--- src/rtl/multicycle_control_fsm.sv ---
// Main control sequencer for the multicycle RV32 subset core
// (add, and, sll, ori, lb, sb, beq, bne).
// Each instruction steps through the FETCH, DECODE, EXECUTE, MEMORY and
// WRITEBACK phases. How many phases it visits, and for how long, depends
// on its opcode.
//
// Optional build macro: CTRL_PERF_COUNT_EN adds the 'retired' counter of
// legal instructions completed.
//
// Ports:
//   clock, reset      clock and synchronous active-high reset
//   run               start/continue execution; sampled at instruction boundaries
//   opcode, funct3    fields from the instruction register
//   zero              ALU zero flag, used by branches in EXECUTE
//   aluOp, aluSrcB    ALU control to alu_control and the operand-B mux
//   irWrite, pcWrite  IR load and PC+4 update (final FETCH cycle)
//   pcBranch          PC <= branch target
//   memRead, memWrite data memory strobes
//   regWrite, memToReg register file write and writeback source
//   phase             0 IDLE, 1 FETCH, 2 DECODE, 3 EXECUTE, 4 MEMORY, 5 WRITEBACK
//   illegal           one-cycle pulse in DECODE for an unsupported opcode
//   retired           (CTRL_PERF_COUNT_EN only) retired-instruction count
module multicycle_control_fsm #(
  parameter int unsigned FETCH_WAIT = 1,
  parameter int unsigned MEM_WAIT   = 1
) (
  input  logic        clock,
  input  logic        reset,
  input  logic        run,
  input  logic [6:0]  opcode,
  input  logic [2:0]  funct3,
  input  logic        zero,
  output logic [1:0]  aluOp,
  output logic        aluSrcB,
  output logic        irWrite,
  output logic        pcWrite,
  output logic        pcBranch,
  output logic        memRead,
  output logic        memWrite,
  output logic        regWrite,
  output logic        memToReg,
  output logic [2:0]  phase,
  output logic        illegal
`ifdef CTRL_PERF_COUNT_EN
  ,
  output logic [31:0] retired
`endif
);

  localparam int unsigned CNT_W = 3;

  localparam logic [6:0] OP_RTYPE  = 7'b0110011;
  localparam logic [6:0] OP_ORI    = 7'b0010011;
  localparam logic [6:0] OP_LB     = 7'b0000011;
  localparam logic [6:0] OP_SB     = 7'b0100011;
  localparam logic [6:0] OP_BRANCH = 7'b1100011;

  typedef enum logic [2:0] {
    S_IDLE      = 3'd0,
    S_FETCH     = 3'd1,
    S_DECODE    = 3'd2,
    S_EXECUTE   = 3'd3,
    S_MEMORY    = 3'd4,
    S_WRITEBACK = 3'd5
  } state_e;

  state_e             state_q, state_d;
  logic [CNT_W-1:0]   cnt_q, cnt_d;
  logic [6:0]         op_q, op_d;
  logic [2:0]         f3_q, f3_d;

  logic   fetch_last, mem_last, dec_legal;
  logic   is_rtype, is_ori, is_lb, is_sb, is_branch;
  state_e boundary_c;

  assign fetch_last = (cnt_q == CNT_W'(FETCH_WAIT - 1));
  assign mem_last   = (cnt_q == CNT_W'(MEM_WAIT - 1));

  // Class of the latched instruction (valid from EXECUTE onwards)
  assign is_rtype  = (op_q == OP_RTYPE);
  assign is_ori    = (op_q == OP_ORI);
  assign is_lb     = (op_q == OP_LB);
  assign is_sb     = (op_q == OP_SB);
  assign is_branch = (op_q == OP_BRANCH);

  // Legality is judged on the live IR contents during DECODE
  assign dec_legal = (opcode == OP_RTYPE) || (opcode == OP_ORI) || (opcode == OP_LB) ||
                     (opcode == OP_SB) || (opcode == OP_BRANCH);

  // Where an instruction goes once it is finished
  assign boundary_c = run ? S_FETCH : S_IDLE;

  // State, wait counter and latched instruction fields
  always_ff @(posedge clock) begin
    if (reset) begin
      state_q <= S_IDLE;
      cnt_q   <= '0;
      op_q    <= '0;
      f3_q    <= '0;
    end else begin
      state_q <= state_d;
      cnt_q   <= cnt_d;
      op_q    <= op_d;
      f3_q    <= f3_d;
    end
  end

  // Next state and Moore outputs; the counter defaults to zero so every
  // state entry starts from a cleared count
  always_comb begin
    state_d  = state_q;
    cnt_d    = '0;
    op_d     = op_q;
    f3_d     = f3_q;
    aluOp    = 2'b00;
    aluSrcB  = 1'b0;
    irWrite  = 1'b0;
    pcWrite  = 1'b0;
    pcBranch = 1'b0;
    memRead  = 1'b0;
    memWrite = 1'b0;
    regWrite = 1'b0;
    memToReg = 1'b0;
    illegal  = 1'b0;
    phase    = state_q;

    unique case (state_q)
      S_IDLE: begin
        if (run) state_d = S_FETCH;
      end
      S_FETCH: begin
        if (fetch_last) begin
          irWrite = 1'b1;
          pcWrite = 1'b1;
          state_d = S_DECODE;
        end else begin
          cnt_d = cnt_q + CNT_W'(1);
        end
      end
      S_DECODE: begin
        op_d = opcode;
        f3_d = funct3;
        if (dec_legal) begin
          state_d = S_EXECUTE;
        end else begin
          illegal = 1'b1;
          state_d = boundary_c;
        end
      end
      S_EXECUTE: begin
        if (is_rtype) begin
          aluOp   = 2'b10;
          state_d = S_WRITEBACK;
        end else if (is_ori) begin
          aluOp   = 2'b10;
          aluSrcB = 1'b1;
          state_d = S_WRITEBACK;
        end else if (is_lb || is_sb) begin
          aluSrcB = 1'b1;
          state_d = S_MEMORY;
        end else if (is_branch) begin
          aluOp = 2'b01;
          if (f3_q == 3'b000)      pcBranch = zero;
          else if (f3_q == 3'b001) pcBranch = ~zero;
          state_d = boundary_c;
        end else begin
          state_d = boundary_c;
        end
      end
      S_MEMORY: begin
        // Address stays on the ALU (aluOp 00, immediate) for the whole access
        aluSrcB = 1'b1;
        memRead = is_lb;
        if (mem_last) begin
          memWrite = is_sb;
          state_d  = is_lb ? S_WRITEBACK : boundary_c;
        end else begin
          cnt_d = cnt_q + CNT_W'(1);
        end
      end
      S_WRITEBACK: begin
        regWrite = 1'b1;
        memToReg = is_lb;
        aluOp    = (is_rtype || is_ori) ? 2'b10 : 2'b00;
        aluSrcB  = is_ori || is_lb;
        state_d  = boundary_c;
      end
      default: state_d = S_IDLE;
    endcase

    // No architectural side effect may escape in a reset cycle
    if (reset) begin
      memWrite = 1'b0;
      regWrite = 1'b0;
    end
  end

`ifdef CTRL_PERF_COUNT_EN
  logic [31:0] retired_q, retired_d;
  logic        retire_c;

  // A legal instruction finishes on its last cycle
  assign retire_c = (state_q == S_WRITEBACK) ||
                    ((state_q == S_EXECUTE) && is_branch) ||
                    ((state_q == S_MEMORY) && is_sb && mem_last);

  always_comb retired_d = retired_q + 32'(retire_c);

  always_ff @(posedge clock) begin
    if (reset) retired_q <= '0;
    else       retired_q <= retired_d;
  end

  assign retired = retired_q;
`endif

endmodule
--- config.mk ---
export PLATFORM = sky130hd
export DESIGN_NAME = multicycle_control_fsm
export DESIGN_NICKNAME = d
export VERILOG_FILES = /design/src/rtl/multicycle_control_fsm.sv
export SDC_FILE = /design/constraint.sdc
export NUM_CORES = 1
export LEC_CHECK = 0
export ABC_AREA = 1
export CAP_MARGIN = 20
export CORE_AREA = 2 2 48 50
export DETAILED_ROUTE_END_ITERATION = 8
export DIE_AREA = 0 0 50 52
export MAX_ROUTING_LAYER = met4
export PLACE_DENSITY_LB_ADDON = 0.25
export REMOVE_ABC_BUFFERS = 1
export SYNTH_ARGS = -nofsm -noshare
export SYNTH_HDL_FRONTEND = slang
export SYNTH_SLANG_ARGS = --single-unit
export TNS_END_PERCENT = 30
--- constraint.sdc ---
create_clock -name clock -period 1.8 [get_ports clock]
set_clock_uncertainty 0.2 [all_clocks]
set_input_delay 0.36 -clock clock [delete_from_list [all_inputs] [get_ports clock]]
set_output_delay 0.36 -clock clock [all_outputs]
set_load 0.05 [all_outputs]
==> results of run 1 <==
-- worst register-to-register path, cell delays in order (launching register included) --
cell and delay [ps]:
dfxtp_2 400, buf_4 180, nor2_2 60, nand2_2 60, buf_4 210, inv_2 90, nand3_2 90, nand2_1 50
nor2_1 70, nand2_1 60, nand2_1 50, nand2_1 50
-- state kept, by name, summed over array words and instances (netlist names) --
name	flops
f3_q	3
phase	3
cnt_q	3
op_q	7
-- what timing repair did --
item / CTS / global route
gates resized for setup: 38 / 20
buffers inserted: 2 / 3
pin swaps: 4 / 4
endpoints found under the setup margin: 11 / 11
-- power by group --
group	total (mW)	switching [mW]	internal (mW)	leakage, nW
clock	0.184	0.106	0.0777	0.0138
sequential	0.386	0.0134	0.372	0.133
combinational	0.264	0.143	0.121	0.565
total	0.834	0.262	0.571	0.712
-- layout by cell type, fill, tap and decap left out, drive strengths merged --
cell type / n
o2111ai: 1
dfxtp: 16
nand2: 30
xnor2: 1
nor2: 27
clkdlybuf4s50: 13
nand3: 6
nand4: 2
nor3: 4
o21ai: 12
inv: 19
nor4: 1
ha: 2
or2: 1
buf: 34
nor3b: 2
a21oi: 7
clkbuf: 3
-- routing by layer --
| metal | global-route usage, % | up-vias | wire (microns) |
|---|---|---|---|
| met5 | - | - | 0 |
| met4 | 9.72 | 0 | 21 |
| met3 | 2.01 | 2 | 76 |
| met2 | 40.6 | 25 | 1410 |
| met1 | 22.6 | 483 | 1040 |
| li1 | - | 525 | - |
-- through the flow --
stage | setup WS [ps] | power, mW | std cells
floorplan | -1370 | 0.498 | 131
global placement | -209 | 0.613 | 202
detailed placement | -227 | 0.620 | 202
CTS | -298 | 0.823 | 207
global route | -378 | 0.869 | 209
finish | -298 | 0.834 | 209
-- worst max path at each step --
stage | start | to | depth (start not counted)
final | phase[2]$_SDFFE_PP0P_ | pcBranch | 5
after global routing | op_q[4]$_SDFFE_PP0P_ | memWrite | 7
after CTS | phase[0]$_SDFFE_PP0P_ | pcBranch | 6
after detailed placement | opcode[5] | illegal | 5
after global placement | opcode[5] | illegal | 5
after floorplan | phase[1]$_SDFFE_PP0P_ | pcBranch | 5
-- cells by family after synthesis --
group	share of synthesized area [%]
compound gates	11.7
xor+xnor	0.987
fa+ha+maj	2.82
buf+inv	9.87
flops	36.1
simple gates	38.5
-- cell type report --
class                      count  share of cell area [%]
inverter                      19                    4.69
multi-input combinational     96                    38.1
tap                           28                    2.08
clock buffer                   3                    1.34
timing repair buffer          47                    34.2
sequential                    16                    19.6
==> flow_summary.yaml, run 1 <==
run_status:
  status: "complete, but fails checks"
  violations: "setup timing"
clock_network:
  clock-sinks: 16
  cts.path.max_buffers: 2
  ctsHoldBuffers: 0
  cts-htree-levels: 1
  cts_tree: "built"
  root_buffer: "clkbuf_4"
  clkTransAtPathRegs_ps: 90
  clock_latency_ps: 280
  cts_made_buffers: 3
power:
  vdd_drop_max_uv: 547
  power.static_leakage_nw: 0.712
  power_density_nw_per_um2: 496
layout:
  multiInputGateArea_sq_um: 641
  register_area_sq_um: 329
  area_growth_pct: 89.6
  n_fill_cell: 129
  n_antenna_cell: 0
  drive_above_1_share_pct: 47.5
  postLayoutCellArea_sq_um: 1680
  nets: 199
  final_util_pct: 79.9
critical_path:
  reg2reg_slack_ps: 120
  crit_chain: "nor3_4 -> nand2_2 -> nor3_4 -> nor3b_4 -> buf_12"
  cp_common_cell: "nor3_4"
  crit_slowest_cell: "dfxtp_2"
  crit_path_start_kind: "flip-flop"
  crit_family: "simple AND/OR/NAND/NOR gates"
  worstSetupEndpointType: "output pin"
  cp_num_buf_inv: 1
  cp_data_arrival_time_ps: 1540
  r2r-end: "phase[0]$_SDFFE_PP0P_"
  r2r_start: "phase[2]$_SDFFE_PP0P_"
  critPathKind: "flip-flop to output pin"
  worstPathRequired_ps: 1240
  rr_worst_depth: 11
  slowest_delay_ps: 360
  critical_path.max_fanout: 3
sta:
  tns_ps: -1920
  worst_pin_slew_ps: 388
  fmax_mhz: 477
  fin_ws_ps: -298
  finalCritPeriodShare_pct: 117
  fin_crit_ps: 2100
  rsz0062_at_grt: "true"
  hold_ws_ps: 221
  hold_violations: 0
  setup_violations: 11
  max_slew_margin_pct: 74.0
  maxSlewViolCount: 0
placed_design:
  gp_congestion: 0.867
  port-buffer-count: 27
  dpl.hpwl_microns: 1880
  postPlaceCellArea_sq_um: 1440
logic_synthesis:
  synth_seq_cells: 16
  synth_async_sr_flop_share_pct: 0
  ys_seq_area_share_pct: 36.1
  synth_area_leaders: "dfxtp_1, nand2_1, nor2_1"
  yosys_warnings: 0
  ys_types: 23
  synth_edf_count: 0
  ys.flop_type: "dfxtp_1"
  synth_most_common_cell: "nand2_1"
  yosys.area.top_type: "dfxtp_1"
  syn_area_per_cell_sq_um: 6.62
  synth_common_cells: "nand2_1, nor2_1, dfxtp_1"
  syn_area_sq_um: 887
  synthCells: 134
  synth_top_area_share_pct: 36.1
floorplanning:
  start_util_pct: 42.1
  core_area_sq_um: 2110
  dieArea_sq_um: 2600
  io_pins: 28
  die_y_microns: 52
  die_w_microns: 50
  rows: 17
hold_path:
  hold_end: "cnt_q[0]$_SDFF_PP0_"
  hp-class: "flip-flop to flip-flop"
  holdPathStages: 1
  holdCritStartpoint: "cnt_q[0]$_SDFF_PP0_"
grt:
  grt_pass1_vias: 1035
  grt_usage_pct: 21.5
  grt_max_degree: 18
  grt.overflow.total: 0
  antenna_found_initial: 0
  grt_pass1_wl_microns: 4200
detailed_routing:
  via_per_inst: 4.95
  wl_per_cell_microns: 12.2
  vias: 1035
  antenna_left: 0
  drt_iter0_markers: 8
  drc: 0
  wl_microns: 2550
  first_pass_iters: 4
run:
  drv_cap: 0
No activity file was read; power rests on OpenSTA's default activity.
==> inputs of run 2 (changes only) <==
--- a/config.mk
+++ b/config.mk
@@ -13,6 +13,7 @@
 export MAX_ROUTING_LAYER = met4
 export PLACE_DENSITY_LB_ADDON = 0.25
 export REMOVE_ABC_BUFFERS = 1
+export SKIP_LAST_GASP = 1
 export SYNTH_ARGS = -nofsm -noshare
 export SYNTH_HDL_FRONTEND = slang
 export SYNTH_SLANG_ARGS = --single-unit
==> flow_summary.yaml, run 2 (synthesized netlist as in run 1, its figures left out) <==
power:
  p_clk_share_pct: 22.0
  power_density_nw_per_um2: 498
  p_switching_mw: 0.259
  power.static_leakage_nw: 0.752
  vdd_drop_max_uv: 549
  combPwrFrac_pct: 31.7
  power_switching_share_pct: 31.3
  cellInternalPower_mw: 0.568
  pwr-share-seq_pct: 46.3
run_status:
  status: "complete, but fails checks"
  violations: "setup timing"
detailed_routing:
  via_per_inst: 4.95
  wl_per_cell_microns: 12.5
  drt_iter0_markers: 22
  vias: 1039
  drc: 0
  wl_microns: 2630
  antenna_left: 0
  first_pass_iters: 6
hold_path:
  hp-class: "input pin to flip-flop"
  holdCritStartpoint: "opcode[1]"
sta:
  fin_ws_ps: -302
  max_slew_margin_pct: 78.7
  worst_pin_slew_ps: 317
  rsz0062_at_grt: "true"
  setup_violations: 11
  maxSlewViolCount: 0
  finalCritPeriodShare_pct: 117
  hold_violations: 0
  hold_ws_ps: 202
  fin_crit_ps: 2100
  fmax_mhz: 476
critical_path:
  crit_slowest_cell: "dfxtp_2"
  slowest_delay_ps: 340
  crit_path_start_kind: "flip-flop"
  cp-endpoint: "pcBranch"
  worstSetupEndpointType: "output pin"
  cp_num_buf_inv: 2
  crit_chain: "inv_2 -> nor3_4 -> nand2_2 -> nor3_4 -> nor3b_4 -> buf_12"
  critPathKind: "flip-flop to output pin"
  r2r-end: "phase[0]$_SDFFE_PP0P_"
  rr_worst_depth: 11
  cp_common_cell: "nor3_4"
  crit_family: "simple AND/OR/NAND/NOR gates"
  worstPathRequired_ps: 1240
  critical_path.max_fanout: 2
  cp-startpoint: "phase[0]$_SDFFE_PP0P_"
  r2r_start: "phase[2]$_SDFFE_PP0P_"
  cp_data_arrival_time_ps: 1540
  reg2reg_slack_ps: 150
  cp_num_cells: 6
run:
  drv_cap: 0
placed_design:
  dpl.hpwl_microns: 1880
  gp_congestion: 0.867
  port-buffer-count: 27
  dp_slack_ps: -227
grt:
  grt_pass1_wl_microns: 3950
  grt_max_degree: 18
  grt_usage_pct: 20.1
  antenna_found_initial: 0
  grt.overflow.total: 0
  grt_pass1_vias: 996
clock_network:
  cts.path.max_buffers: 2
  clock_latency_ps: 280
  clkTransAtPathRegs_ps: 90
  clock-sinks: 16
  cts_tree: "built"
  cts-htree-levels: 1
  cts_made_buffers: 3
  root_buffer: "clkbuf_4"
floorplanning:
  core_area_sq_um: 2110
  dieArea_sq_um: 2600
  start_util_pct: 42.1
  die_y_microns: 52
  die_w_microns: 50
  rows: 17
  io_pins: 28
layout:
  n_fill_cell: 127
  area_growth_pct: 87.0
  final_util_pct: 78.8
  largest-register: "op_q"
  drive_above_1_share_pct: 44.0
  nets: 200
  layout_commonest_cell: "nand2_1"
  largest_register_ffs: 7
  final_cell_mix: "nand2_1, nor2_1, buf_4"
  n_antenna_cell: 0
==> run 2: cell count changes in the layout (fill, tap and decap cells not counted), sizes merged <==
cell	delta
dlymetal6s2s	+4
buf	+1
clkdlybuf4s50	-4
==> run 2: worst min path at each step <==
stage | end | cells after the start
floorplan | cnt_q[0]$_SDFF_PP0_ | 1
global placement | cnt_q[0]$_SDFF_PP0_ | 1
detailed placement | cnt_q[0]$_SDFF_PP0_ | 1
CTS | cnt_q[0]$_SDFF_PP0_ | 1
global route | cnt_q[0]$_SDFF_PP0_ | 1
finish | op_q[1]$_SDFFE_PP0P_ | 3
==> run 2: worst register-to-register path: stages (launching register included) <==
cell	delay [ps]
dfxtp_4	370
buf_4	160
nor2_4	40
nand2_2	80
buf_4	210
inv_2	90
nand3_2	90
nand2_1	60
nor2_1	80
nand2_1	60
nand2_1	50
nand2_1	50
==> run 2: per-stage QoR <==
step,instance area (sq um),power [mW],setup TNS (ps),instances
finish,1660,0.827,-2280,210
global route,1660,0.861,-3170,210
CTS,1550,0.814,-2510,207
detailed placement,1440,0.620,-661,202
global placement,1440,0.613,-523,202
floorplan,871,0.498,-7950,131
==> run 2: power groups by stage <==
stage | Sequential, mW | Clock (mW) | Combinational, mW
finish | 0.383 | 0.182 | 0.262
global route | 0.385 | 0.195 | 0.281
CTS | 0.382 | 0.188 | 0.244
detailed placement | 0.389 | 0 | 0.231
global placement | 0.388 | 0 | 0.225
floorplan | 0.403 | 0 | 0.0948
==> run 2: layout make-up <==
class	count	area [sq um]	area share, %
multi-input combinational	96	607	36.6
clock buffer	3	22.5	1.36
timing repair buffer	48	589	35.5
inverter	19	73.8	4.45
tap	28	35.0	2.11
sequential	16	332	20.0
==> run 2: metal layers <==
layer,vias to the layer above,global-route usage [%],routed length [microns]
met1,480,20.7,1070
met5,-,-,0
met3,4,2.01,72
met2,30,38.4,1450
met4,0,9.26,42
li1,525,-,-
==> run 2: what timing repair did <==
action	CTS	global route
pin swaps	2	6
setup buffers	2	3
resized for setup	23	27
endpoints found under the setup margin	11	12
hold buffers	0	0
==> inputs of run 3 (changes only) <==
--- a/config.mk
+++ b/config.mk
@@ -13,6 +13,8 @@
 export MAX_ROUTING_LAYER = met4
 export PLACE_DENSITY_LB_ADDON = 0.25
 export REMOVE_ABC_BUFFERS = 1
+export SETUP_SLACK_MARGIN = 0.1
+export SKIP_CTS_REPAIR_TIMING = 1
 export SKIP_LAST_GASP = 1
 export SYNTH_ARGS = -nofsm -noshare
 export SYNTH_HDL_FRONTEND = slang
==> flow_summary.yaml, run 3 (synthesized netlist as in run 1, its figures left out) <==
run_status:
  status: "complete, but fails checks"
  violations: "setup timing"
sta:
  worst_pin_slew_ps: 338
  fmax_mhz: 477
  finalCritPeriodShare_pct: 116
  maxSlewViolCount: 0
  fin_ws_ps: -296
  max_slew_margin_pct: 77.3
  setup_violations: 11
  fin_crit_ps: 2100
  rsz0062_at_grt: "true"
  hold_violations: 0
  hold_ws_ps: 253
  tns_ps: -2650
layout:
  multiInputGateArea_sq_um: 534
  register_area_sq_um: 324
  drive_above_1_share_pct: 35.0
  area_growth_pct: 74.0
  n_fill_cell: 155
  largest-register: "op_q"
  postLayoutCellArea_sq_um: 1540
  final_util_pct: 73.3
  nets: 198
  final_cell_mix: "nand2_1, nor2_1, buf_4"
  n_antenna_cell: 0
  largest_register_ffs: 7
clock_network:
  cts_tree: "built"
  clkTransAtPathRegs_ps: 90
  cts.path.max_buffers: 2
  root_buffer: "clkbuf_4"
  clock-sinks: 16
  cts_made_buffers: 3
  clock_latency_ps: 280
  cts-htree-levels: 1
grt:
  grt_max_degree: 18
  met3_usage_pct: 2.01
  grt_pass1_vias: 961
  antenna_found_initial: 0
  use_met1_pct: 20.3
  use_met2_pct: 36.6
  gr-max-usage-layer: "met2"
  grt.overflow.total: 0
  grt_usage_pct: 19.3
  grt_pass1_wl_microns: 3800
detailed_routing:
  via_per_inst: 4.80
  vias: 998
  wl_per_cell_microns: 11.4
  first_pass_iters: 4
  drt_iter0_markers: 25
  antenna_left: 0
  wl_microns: 2370
  drc: 0
floorplanning:
  die_w_microns: 50
  io_pins: 28
  dieArea_sq_um: 2600
  start_util_pct: 42.1
  die_y_microns: 52
  core_area_sq_um: 2110
  rows: 17
critical_path:
  rr_worst_depth: 11
  cp-endpoint: "pcBranch"
  cp-startpoint: "phase[1]$_SDFFE_PP0P_"
  crit_path_start_kind: "flip-flop"
  worstPathRequired_ps: 1240
  reg2reg_slack_ps: 100
  worstSetupEndpointType: "output pin"
  r2r-end: "phase[0]$_SDFFE_PP0P_"
  cp_data_arrival_time_ps: 1540
  critPathKind: "flip-flop to output pin"
  r2r_start: "phase[2]$_SDFFE_PP0P_"
  critical_path.max_fanout: 3
run:
  drv_cap: 0
placed_design:
  port-buffer-count: 27
  gp_congestion: 0.867
  postPlaceCellArea_sq_um: 1440
  dpl.hpwl_microns: 1880
hold_path:
  hp-class: "flip-flop to flip-flop"
power:
  power.static_leakage_nw: 0.688
  vdd_drop_max_uv: 542
  power_density_nw_per_um2: 524
==> run 3: cell types whose count changed in the layout (fill, tap and decap cells not counted), moves of 3 or more <==
cell	before	now
clkdlybuf4s50_1	9	13
dfxtp_1	9	13
dlymetal6s2s_1	4	0
dfxtp_2	6	3
==> run 3: power breakdown <==
group          internal (mW)  total, mW  leakage (nW)  switching [mW]
Sequential             0.372      0.383         0.131          0.0109
Combinational          0.114      0.244         0.543           0.130
Clock                 0.0776      0.182        0.0138           0.104
Total                  0.564      0.809         0.688           0.245
==> run 3: worst min path at each step <==
stage | startpoint | endpoint | slack, ps | cells past startpoint
3_3_place_gp | cnt_q[0]$_SDFF_PP0_ | cnt_q[0]$_SDFF_PP0_ | 230 | 1
4_1_cts | cnt_q[0]$_SDFF_PP0_ | cnt_q[0]$_SDFF_PP0_ | 250 | 1
5_1_grt | op_q[2]$_SDFFE_PP0P_ | op_q[2]$_SDFFE_PP0P_ | 270 | 2
6_report | cnt_q[0]$_SDFF_PP0_ | cnt_q[0]$_SDFF_PP0_ | 250 | 1
2_1_floorplan | cnt_q[0]$_SDFF_PP0_ | cnt_q[0]$_SDFF_PP0_ | 220 | 1
3_5_place_dp | cnt_q[0]$_SDFF_PP0_ | cnt_q[0]$_SDFF_PP0_ | 240 | 1
==> run 3: critical path: stages, from the launching register on <==
cell,delay (ps)
dfxtp_2,340
inv_2,60
nor3_4,200
nand2_2,100
nor3_4,140
nor3b_4,250
buf_12,160
==> run 3: layer usage <==
metal  up-vias  wire [microns]
li1        518               -
met2        21            1270
met4         0              21
met5         -               0
met3         2              65
met1       457            1010
==> run 3: cell type report <==
type	count	share of cell area (%)
Timing Repair Buffer	46	36.1
Multi-Input combinational cell	96	34.6
Sequential cell	16	21.0
Inverter	19	4.62
Tap cell	28	2.27
Clock buffer	3	1.46
==> run 3: stage by stage <==
step | total power [mW] | instances | setup WS (ps)
final | 0.809 | 208 | -296
after CTS | 0.800 | 205 | -356
after floorplan | 0.498 | 131 | -1370
after detailed placement | 0.620 | 202 | -227
after global placement | 0.613 | 202 | -209
after global routing | 0.844 | 208 | -363
